[src/rtl/barrel_multiplication.sv]
// barrel_multiplication
// Registered signed multiply-by-power-of-two: y = x * 2^shift_n for an 8-bit
// two's-complement operand, built from a four-stage logarithmic barrel
// shifter (1, 2, 4, 8 bits). overflow flags products outside [-128, 127].
// One result per clock, one cycle of latency, synchronous active-high reset.
//
// Build option: define BARREL_MULT_SATURATE_EN to clamp overflowed results
// to 0x7F / 0x80. Without it, overflowed results wrap (low 8 bits of x << n).
// The overflow flag is identical in both builds.

module barrel_multiplication (
  input  logic       clk,
  input  logic       rst,
  input  logic [7:0] x,
  input  logic [3:0] shift_n,
  output logic [7:0] y,
  output logic       overflow
);

  // Sign of the operand; every bit above bit 7 of the true product equals it.
  logic       sign;

  // Intermediate values after each shifter stage.
  logic [7:0] stage1;
  logic [7:0] stage2;
  logic [7:0] stage3;
  logic [7:0] stage4;

  // Per-stage flags: some discarded bit differed from the sign.
  logic       lost1;
  logic       lost2;
  logic       lost3;
  logic       lost4;

  logic       ovf_next;
  logic [7:0] y_next;

  assign sign = x[7];

  // Shifter stages: each shifts left by its power of two when its control bit
  // is set, zero-fills the vacated LSBs and records whether the bits pushed
  // off the top carried information beyond the sign.
  always_comb begin
    stage1 = x;
    stage2 = 8'h00;
    stage3 = 8'h00;
    stage4 = 8'h00;
    lost1  = 1'b0;
    lost2  = 1'b0;
    lost3  = 1'b0;
    lost4  = 1'b0;

    if (shift_n[0]) begin
      stage1 = {x[6:0], 1'b0};
      lost1  = (x[7] != sign);
    end

    stage2 = stage1;
    if (shift_n[1]) begin
      stage2 = {stage1[5:0], 2'b00};
      lost2  = (stage1[7:6] != {2{sign}});
    end

    stage3 = stage2;
    if (shift_n[2]) begin
      stage3 = {stage2[3:0], 4'h0};
      lost3  = (stage2[7:4] != {4{sign}});
    end

    stage4 = stage3;
    if (shift_n[3]) begin
      // An 8-bit shift discards the whole word.
      stage4 = 8'h00;
      lost4  = (stage3 != {8{sign}});
    end
  end

  // Overflow when any discarded bit, or the surviving sign bit, disagrees with
  // the operand sign; then pick the wrapped or saturated result.
  always_comb begin
    ovf_next = lost1 | lost2 | lost3 | lost4 | (stage4[7] != sign);
    y_next   = stage4;
`ifdef BARREL_MULT_SATURATE_EN
    if (ovf_next) begin
      // Overflow implies x is nonzero, so the sign alone picks the rail.
      y_next = sign ? 8'h80 : 8'h7F;
    end
`endif
  end

  // Output register; reset takes priority over new data.
  always_ff @(posedge clk) begin
    if (rst) begin
      y        <= 8'h00;
      overflow <= 1'b0;
    end else begin
      y        <= y_next;
      overflow <= ovf_next;
    end
  end

endmodule

[config.mk]
export PLATFORM = sky130hd
export DESIGN_NAME = barrel_multiplication
export DESIGN_NICKNAME = d
export VERILOG_FILES = /design/src/rtl/barrel_multiplication.sv
export SDC_FILE = /design/constraint.sdc
export NUM_CORES = 1
export LEC_CHECK = 0
export BUFFER_PORTS_ARGS = -buffer_cell sky130_fd_sc_hd__buf_4
export CAP_MARGIN = 20
export CORE_AREA = 2 2 48 50
export DETAILED_ROUTE_END_ITERATION = 10
export DIE_AREA = 0 0 50 52
export PLACE_DENSITY = 0.61
export SYNTH_ARGS = -nofsm -noshare
export SYNTH_HDL_FRONTEND = slang
export SYNTH_SLANG_ARGS = --single-unit
[constraint.sdc]
create_clock -name clk -period 1.8 [get_ports clk]
set_input_delay 0.18 -clock clk [delete_from_list [all_inputs] [get_ports clk]]
set_output_delay 0.18 -clock clk [all_outputs]
set_load 0.1 [all_outputs]
======== Yosys cells after proc, flatten, opt, wreduce, memory -nomap -nowiden ========
Cells that the tools add are included.
cells by class
  $add $sub $neg .......................... 0
  multipliers ............................. 0
  div/mod/pow operators ................... 0
  $lt $le $gt $ge ......................... 0
  eq/ne operators ......................... 4
  shifts and indexed selects .............. 0
  multiplexer cells ....................... 7
  bitwise logic cells ..................... 3
  reduce and logical (&&, ||, !) cells .... 1
operators with widths
  kind              count
  $mux W8           4
  $ne A8 B8 Y1      1
  $ne A4 B4 Y1      1
  $mux W1           3
  $or A1 B1 Y1      3
  $ne A2 B2 Y1      1
  $reduce_or A2 Y1  1
  $ne A1 B1 Y1      1
storage, ports and cells
  flip-flop bits (word level) ............. 9
  latch bits .............................. 0
  memory bits (writable) .................. 0
  memory bits (read-only) ................. 0
  output and inout bits ................... 9
  memories kept ........................... 0

======== Logic depth before layout (Yosys ltp) ========
Gate-level depths: netlist of the first run.
  depth after elaboration ................. 7
  mapped depth ............................ 5

======== Worst setup path after synthesis of the first run ========
No wires, ideal clock.
  path type ............................... input to register
  start point ............................. input port shift_n[0]
  end point ............................... register overflow
  library setup time ...................... 0.137 ns
  arrival time ............................ 1.462 ns
  required time ........................... 1.663 ns
  slack ................................... 0.200 ns
  stages on the path ...................... 5
  cell sequence ........................... buf_6 > mux4_2 > or4_4 > o21ai_2 > a221oi_2
on the way
  longest elaborated chain between the ends .. 7
  elaborated cells on any way between the ends .. 14
  classes of those cells .................. eq/ne: 4; mux: 7; bitwise: 3
RTL lines
  item                                     RTL line  RTL
  start, declared                          15        input logic [3:0] shift_n,
  $mux W8 (*)                              53        if (shift_n[0]) begin
  $mux W8                                  59        if (shift_n[1]) begin
  $mux W8 or $ne A4 B4 Y1 (tied branches)  65, 67
  $ne A8 B8 Y1 or $mux W1 (tied branches)  74, 65
  $mux W1 or $or A1 B1 Y1 (tied branches)  71, 81
  $or A1 B1 Y1                             81        ovf_next = lost1 | lost2 | lost3 | lost4 | (stage4[7] != sign);
  $or A1 B1 Y1 (*)                         81
  end signal, assigned                     98        overflow <= ovf_next;
  end, declared                            17        output logic overflow
Mark *: on every way between the ends. The rest lies on a longest branch, timed or not.
A chain may end at the register's enable or synchronous reset.

======== Final worst setup path of the first run ========
Ends and elaborated chain as after synthesis.

==> results of run 1 <==
-- sequential cells by signal, indices dropped and copies added (netlist names) --
signal / cells
overflow: 1
y: 8
-- through the flow --
stage | hold WS, ns | setup WS [ns] | power, W | instances
2_1_floorplan | 0.2462 | 0.2003 | 0.0003531 | 59
3_3_place_gp | 0.3918 | 0.1297 | 0.0004035 | 106
3_5_place_dp | 0.3904 | 0.1085 | 0.0004043 | 106
4_1_cts | 0.1174 | 0.3846 | 0.0005586 | 110
5_1_grt | 0.1196 | 0.3542 | 0.0005843 | 110
6_report | 0.1237 | 0.3764 | 0.0005530 | 110
-- synth_stat cells (2+ instances only) --
| master | instances | area, um^2 |
|---|---|---|
| nor2b_1 | 3 | 18.77 |
| o211ai_1 | 2 | 15.01 |
| mux2i_1 | 4 | 40.04 |
| o21ai_0 | 2 | 10.01 |
| inv_1 | 4 | 15.01 |
| dfxtp_1 | 9 | 180.2 |
| nor2_1 | 5 | 18.77 |
| buf_4 | 2 | 15.01 |
| nor3_1 | 4 | 20.02 |
| mux4_2 | 3 | 67.56 |
-- routing by layer --
metal  routed length (um)  vias to the layer above  track usage, %
met2                  603                       16           16.01
met1                  616                      268           15.60
met4                   12                        0           6.944
li1                     -                      272               -
met3                   84                        2           2.299
met5                    0                        -               0
-- report_power, final --
part | internal (W) | switching, W | total (W)
sequential | 0.000207 | 0.00000185 | 0.000209
combinational | 0.0000713 | 0.000119 | 0.000191
clock | 0.0000853 | 0.0000678 | 0.000153
total | 0.000364 | 0.000189 | 0.000553
-- worst max-delay path, cell delays in order --
cell      delay, ns
buf_4          0.15
mux4_2         0.55
or4_4          0.53
o21ai_2        0.08
a221oi_2       0.07
-- area by class of cell --
type | instances | area, um^2
Clock buffer | 4 | 26.28
Fill cell | 215 | 1308
Sequential cell | 9 | 180.2
Timing Repair Buffer | 23 | 172.7
Inverter | 4 | 15.01
Multi-Input combinational cell | 42 | 369.1
Tap cell | 28 | 35.03
-- kinds of logic (layout without fill, tap and decap cells) --
| kind of cell | Yosys count | in the layout | share of synthesized area, % |
|---|---|---|---|
| muxes | 9 | 9 | 23.97 |
| and+or+nand+nor | 20 | 20 | 18.60 |
| DFF | 9 | 9 | 29.75 |
| AOI/OAI and AO/OA | 13 | 13 | 18.39 |
| buffers and inverters | 8 | 31 | 9.295 |
-- how the worst max path moves through the flow --
| stage | end | slack (ns) | depth (start not counted) |
|---|---|---|---|
| 6_report | overflow$_SDFF_PP0_ | 0.38 | 5 |
| 5_1_grt | overflow$_SDFF_PP0_ | 0.35 | 5 |
| 4_1_cts | overflow$_SDFF_PP0_ | 0.38 | 5 |
| 3_5_place_dp | overflow$_SDFF_PP0_ | 0.11 | 5 |
| 3_3_place_gp | overflow$_SDFF_PP0_ | 0.13 | 5 |
| 2_1_floorplan | overflow$_SDFF_PP0_ | 0.20 | 5 |
==> results_dict.tcl, run 1 <==
set metrics [dict create \
    grt-ovfl-total 0 \
    p_per_area_nw_per_um2 692.7 \
    setup.worst_path.start_class "primary input" \
    hold_buffers 0 \
    cts_max_level 1 \
    post-route-period-util_pct 79.09 \
    finalInstanceArea_um2 798.3 \
    grt_max_degree 15 \
    core-area_um2 2106 \
    yosysSeqAreaShare_pct 29.75 \
    final_common_cell "buf_4" \
    antenna_found_initial 0 \
    die_area_um2 2600 \
    max_freq_mhz 702.4 \
    grt_pass1_wl_um 2235 \
    cts_made_buffers 3 \
    relSlewSlack_pct 70.84 \
    numPortBuffers 22 \
    syn_avg_cell_area_um2 10.26 \
    cts_tree "done" \
    rsz0062_at_grt "false" \
    syn_area_um2 605.6 \
    ant_nets 0 \
    synth_edf_count 0 \
    final_net_count 97 \
    crit_path_max_fanout 9 \
    yosysUniqueCellTypes 31 \
    fp-row-count 17 \
    post_drt_wl_per_cell_um 11.96 \
    area_growth_syn_to_layout_pct 31.82 \
    die_w_um 50 \
    drv_cap 0 \
    min_path_type "in2reg" \
    ys_async_sr_fraction_pct 0 \
    hold_depth 2 \
    drive_above_1_share_pct 43.90 \
    gp_congestion 0.7571 \
    ys.flop_type "dfxtp_1" \
    post_cts_buffers 0 \
    synth_seq_cells 9 \
    via_per_inst 5.073 \
    drc 0 \
    static-leakage-power_nw 0.3543 \
    drt_wl_total_um 1316 \
    cts.path.max_buffers 2 \
    worst_slew_pin_slew_ns 0.4363 \
    slew_viol_final 0 \
    pin_count 23 \
    drt-initial-drc-count 6 \
    drt_pre_antenna_iters 2 \
    critical_path_class "in2reg" \
    path_clk_slew_ns 0.06 \
    vdd_drop_max_mv 0.2963 \
    timing.final.crit_period_ns 1.424 \
    num_vias 558 \
    final_util_pct 37.91 \
    cts_resized 0 \
    grt_pass1_vias 487 \
    n_antenna_cell 0 \
    setup_tns_ns 0 \
    hold_viol_final 0 \
    root_buffer "clkbuf_4" \
    min_to "overflow$_SDFF_PP0_" \
    hpwlAfterDp_um 1048 \
    layout_common_cells "buf_4, dfxtp_1, nor2_1" \
    place_area_um2 772.0 \
    cts.sinks 9 \
    finalSetupViolCount 0 \
    synth_nets 73 \
    ys_warn_count 0 \
    required_ns 1.93 \
    die_h_um 52 \
    start_util_pct 28.76 \
    critPathLaunch "shift_n[0]" \
    arrival_ns 1.55 \
    end_kind "flop" \
    syn_inst 59 \
    status "complete, no violations" \
    hp-start "rst" \
    grt_use_total_pct 11.32 \
]
Note: power is estimated with default switching activity, not from simulation.
==> inputs of run 2 (changes only) <==
PLACE_DENSITY = 0.63   (was 0.61)
clock period = 1.3 ns   (was 1.8 ns; I/O delays follow)
==> results_dict.tcl, run 2 (synthesized netlist as in run 1, its figures left out) <==
set metrics [dict create \
    vdd_drop_max_mv 0.4295 \
    static-leakage-power_nw 0.4359 \
    drt-initial-drc-count 5 \
    dp_cells 122 \
    post_cts_buffers 0 \
    p_per_area_nw_per_um2 875.9 \
    path_clk_slew_ns 0.06 \
    finalNonFillerCells 126 \
    layout_common_cells "buf_4, dfxtp_1, nor2_1" \
    die_w_um 50 \
    fp-row-count 17 \
    cts_made_buffers 3 \
    drc 0 \
    setup.worst_path.start_class "primary input" \
    max_freq_mhz 771.6 \
    die_area_um2 2600 \
    required_ns 1.43 \
    cts.path.max_buffers 2 \
    gp_congestion 0.7853 \
    cts.sinks 9 \
    hold_viol_final 0 \
    root_buffer "clkbuf_4" \
    post_drt_wl_per_cell_um 11.69 \
    grt-ovfl-total 0 \
    hp-start "rst" \
    post-route-period-util_pct 99.70 \
    worst_slew_pin_slew_ns 0.4108 \
    numPortBuffers 22 \
    rsz0062_at_grt "true" \
    critical_path_class "in2reg" \
    crit_path_max_fanout 3 \
    top_regs "y (8), overflow (1)" \
    timing.final.crit_period_ns 1.296 \
    drv_cap 0 \
    finalSetupViolCount 0 \
    antenna_found_initial 0 \
    setup_tns_ns 0 \
    status "complete, no violations" \
    n_antenna_cell 0 \
    via_per_inst 4.833 \
    die_h_um 52 \
    drive_above_1_share_pct 53.06 \
    ant_nets 0 \
    grt_pass1_vias 564 \
    cts_tree "done" \
    drt_wl_total_um 1473 \
    end_kind "flop" \
    start_util_pct 28.76 \
    critPathLaunch "x[1]" \
    hpwlAfterDp_um 1176 \
    fill_cells 206 \
    min_path_type "in2reg" \
    area_growth_syn_to_layout_pct 54.13 \
    arrival_ns 1.43 \
    grt_max_degree 12 \
    cts_max_level 1 \
    largest-register "y" \
    core-area_um2 2106 \
    drt_pre_antenna_iters 2 \
    final_common_cell "buf_4" \
    final_net_count 113 \
    pin_count 23 \
    holdWs_ns 0.07624 \
    slew_viol_final 0 \
    grt_use_total_pct 12.55 \
    relSlewSlack_pct 72.55 \
    num_vias 609 \
    grt_pass1_wl_um 2415 \
    largest_reg_flops 8 \
]
## run 2: changes by cell type in the layout (fill, tap and decap cells not counted), sizes merged
cell / change
buf: +16
## run 2: what timing repair did
action | 4_1_cts | 5_1_grt
hold buffers | 0 | 0
gates resized for setup | 0 | 4
setup endpoints to repair | 0 | 1
hold endpoints to repair | 0 | 0
## run 2: layout make-up
class / count / area, um^2 / share of cell area [%]
well taps: 28 / 35.03 / 3.753
clock buffers: 4 / 26.28 / 2.815
multi-input cells: 42 / 369.1 / 39.54
repair buffers: 39 / 307.8 / 32.98
flip-flops and latches: 9 / 180.2 / 19.30
inverters: 4 / 15.01 / 1.609
## run 2: power breakdown
part           switching [W]  internal [W]  total (W)
clock network      0.0000908      0.000118   0.000209
logic               0.000176      0.000143   0.000319
registers         0.00000268      0.000287   0.000290
total               0.000269      0.000548   0.000818
## run 2: critical path, cell delays in order
cell      delay, ns
buf_4          0.12
mux4_2         0.48
or4_4          0.55
o21ai_2        0.08
a221oi_2       0.07
## run 2: final timing paths
kind                  end  slack [ns]  cells after the start
max   overflow$_SDFF_PP0_       0.004                      5
min   overflow$_SDFF_PP0_        0.08                      2
## run 2: per-stage QoR
step                      setup slack, ns  instance area [um^2]  utilization [%]  total power, W
after CTS                       0.0004249                 918.4            43.61       0.0008279
after global placement            -0.2606                 892.1            42.36       0.0006053
after floorplan                   -0.2169                 614.3                -       0.0004919
after global routing            -0.003616                 933.4            44.33       0.0008649
after detailed placement          -0.2765                 892.1            42.36       0.0006104
final                            0.003945                 933.4            44.33       0.0008175
## run 2: metal layers
metal | routed length, um | track usage, % | vias to the layer above | share of wire, %
met4 | 27 | 8.333 | 0 | 1.8
met2 | 736 | 22.81 | 19 | 50
met1 | 625 | 13.14 | 278 | 42
met3 | 84 | 2.299 | 4 | 5.7
met5 | 0 | 0 | - | 0
li1 | - | - | 308 | -
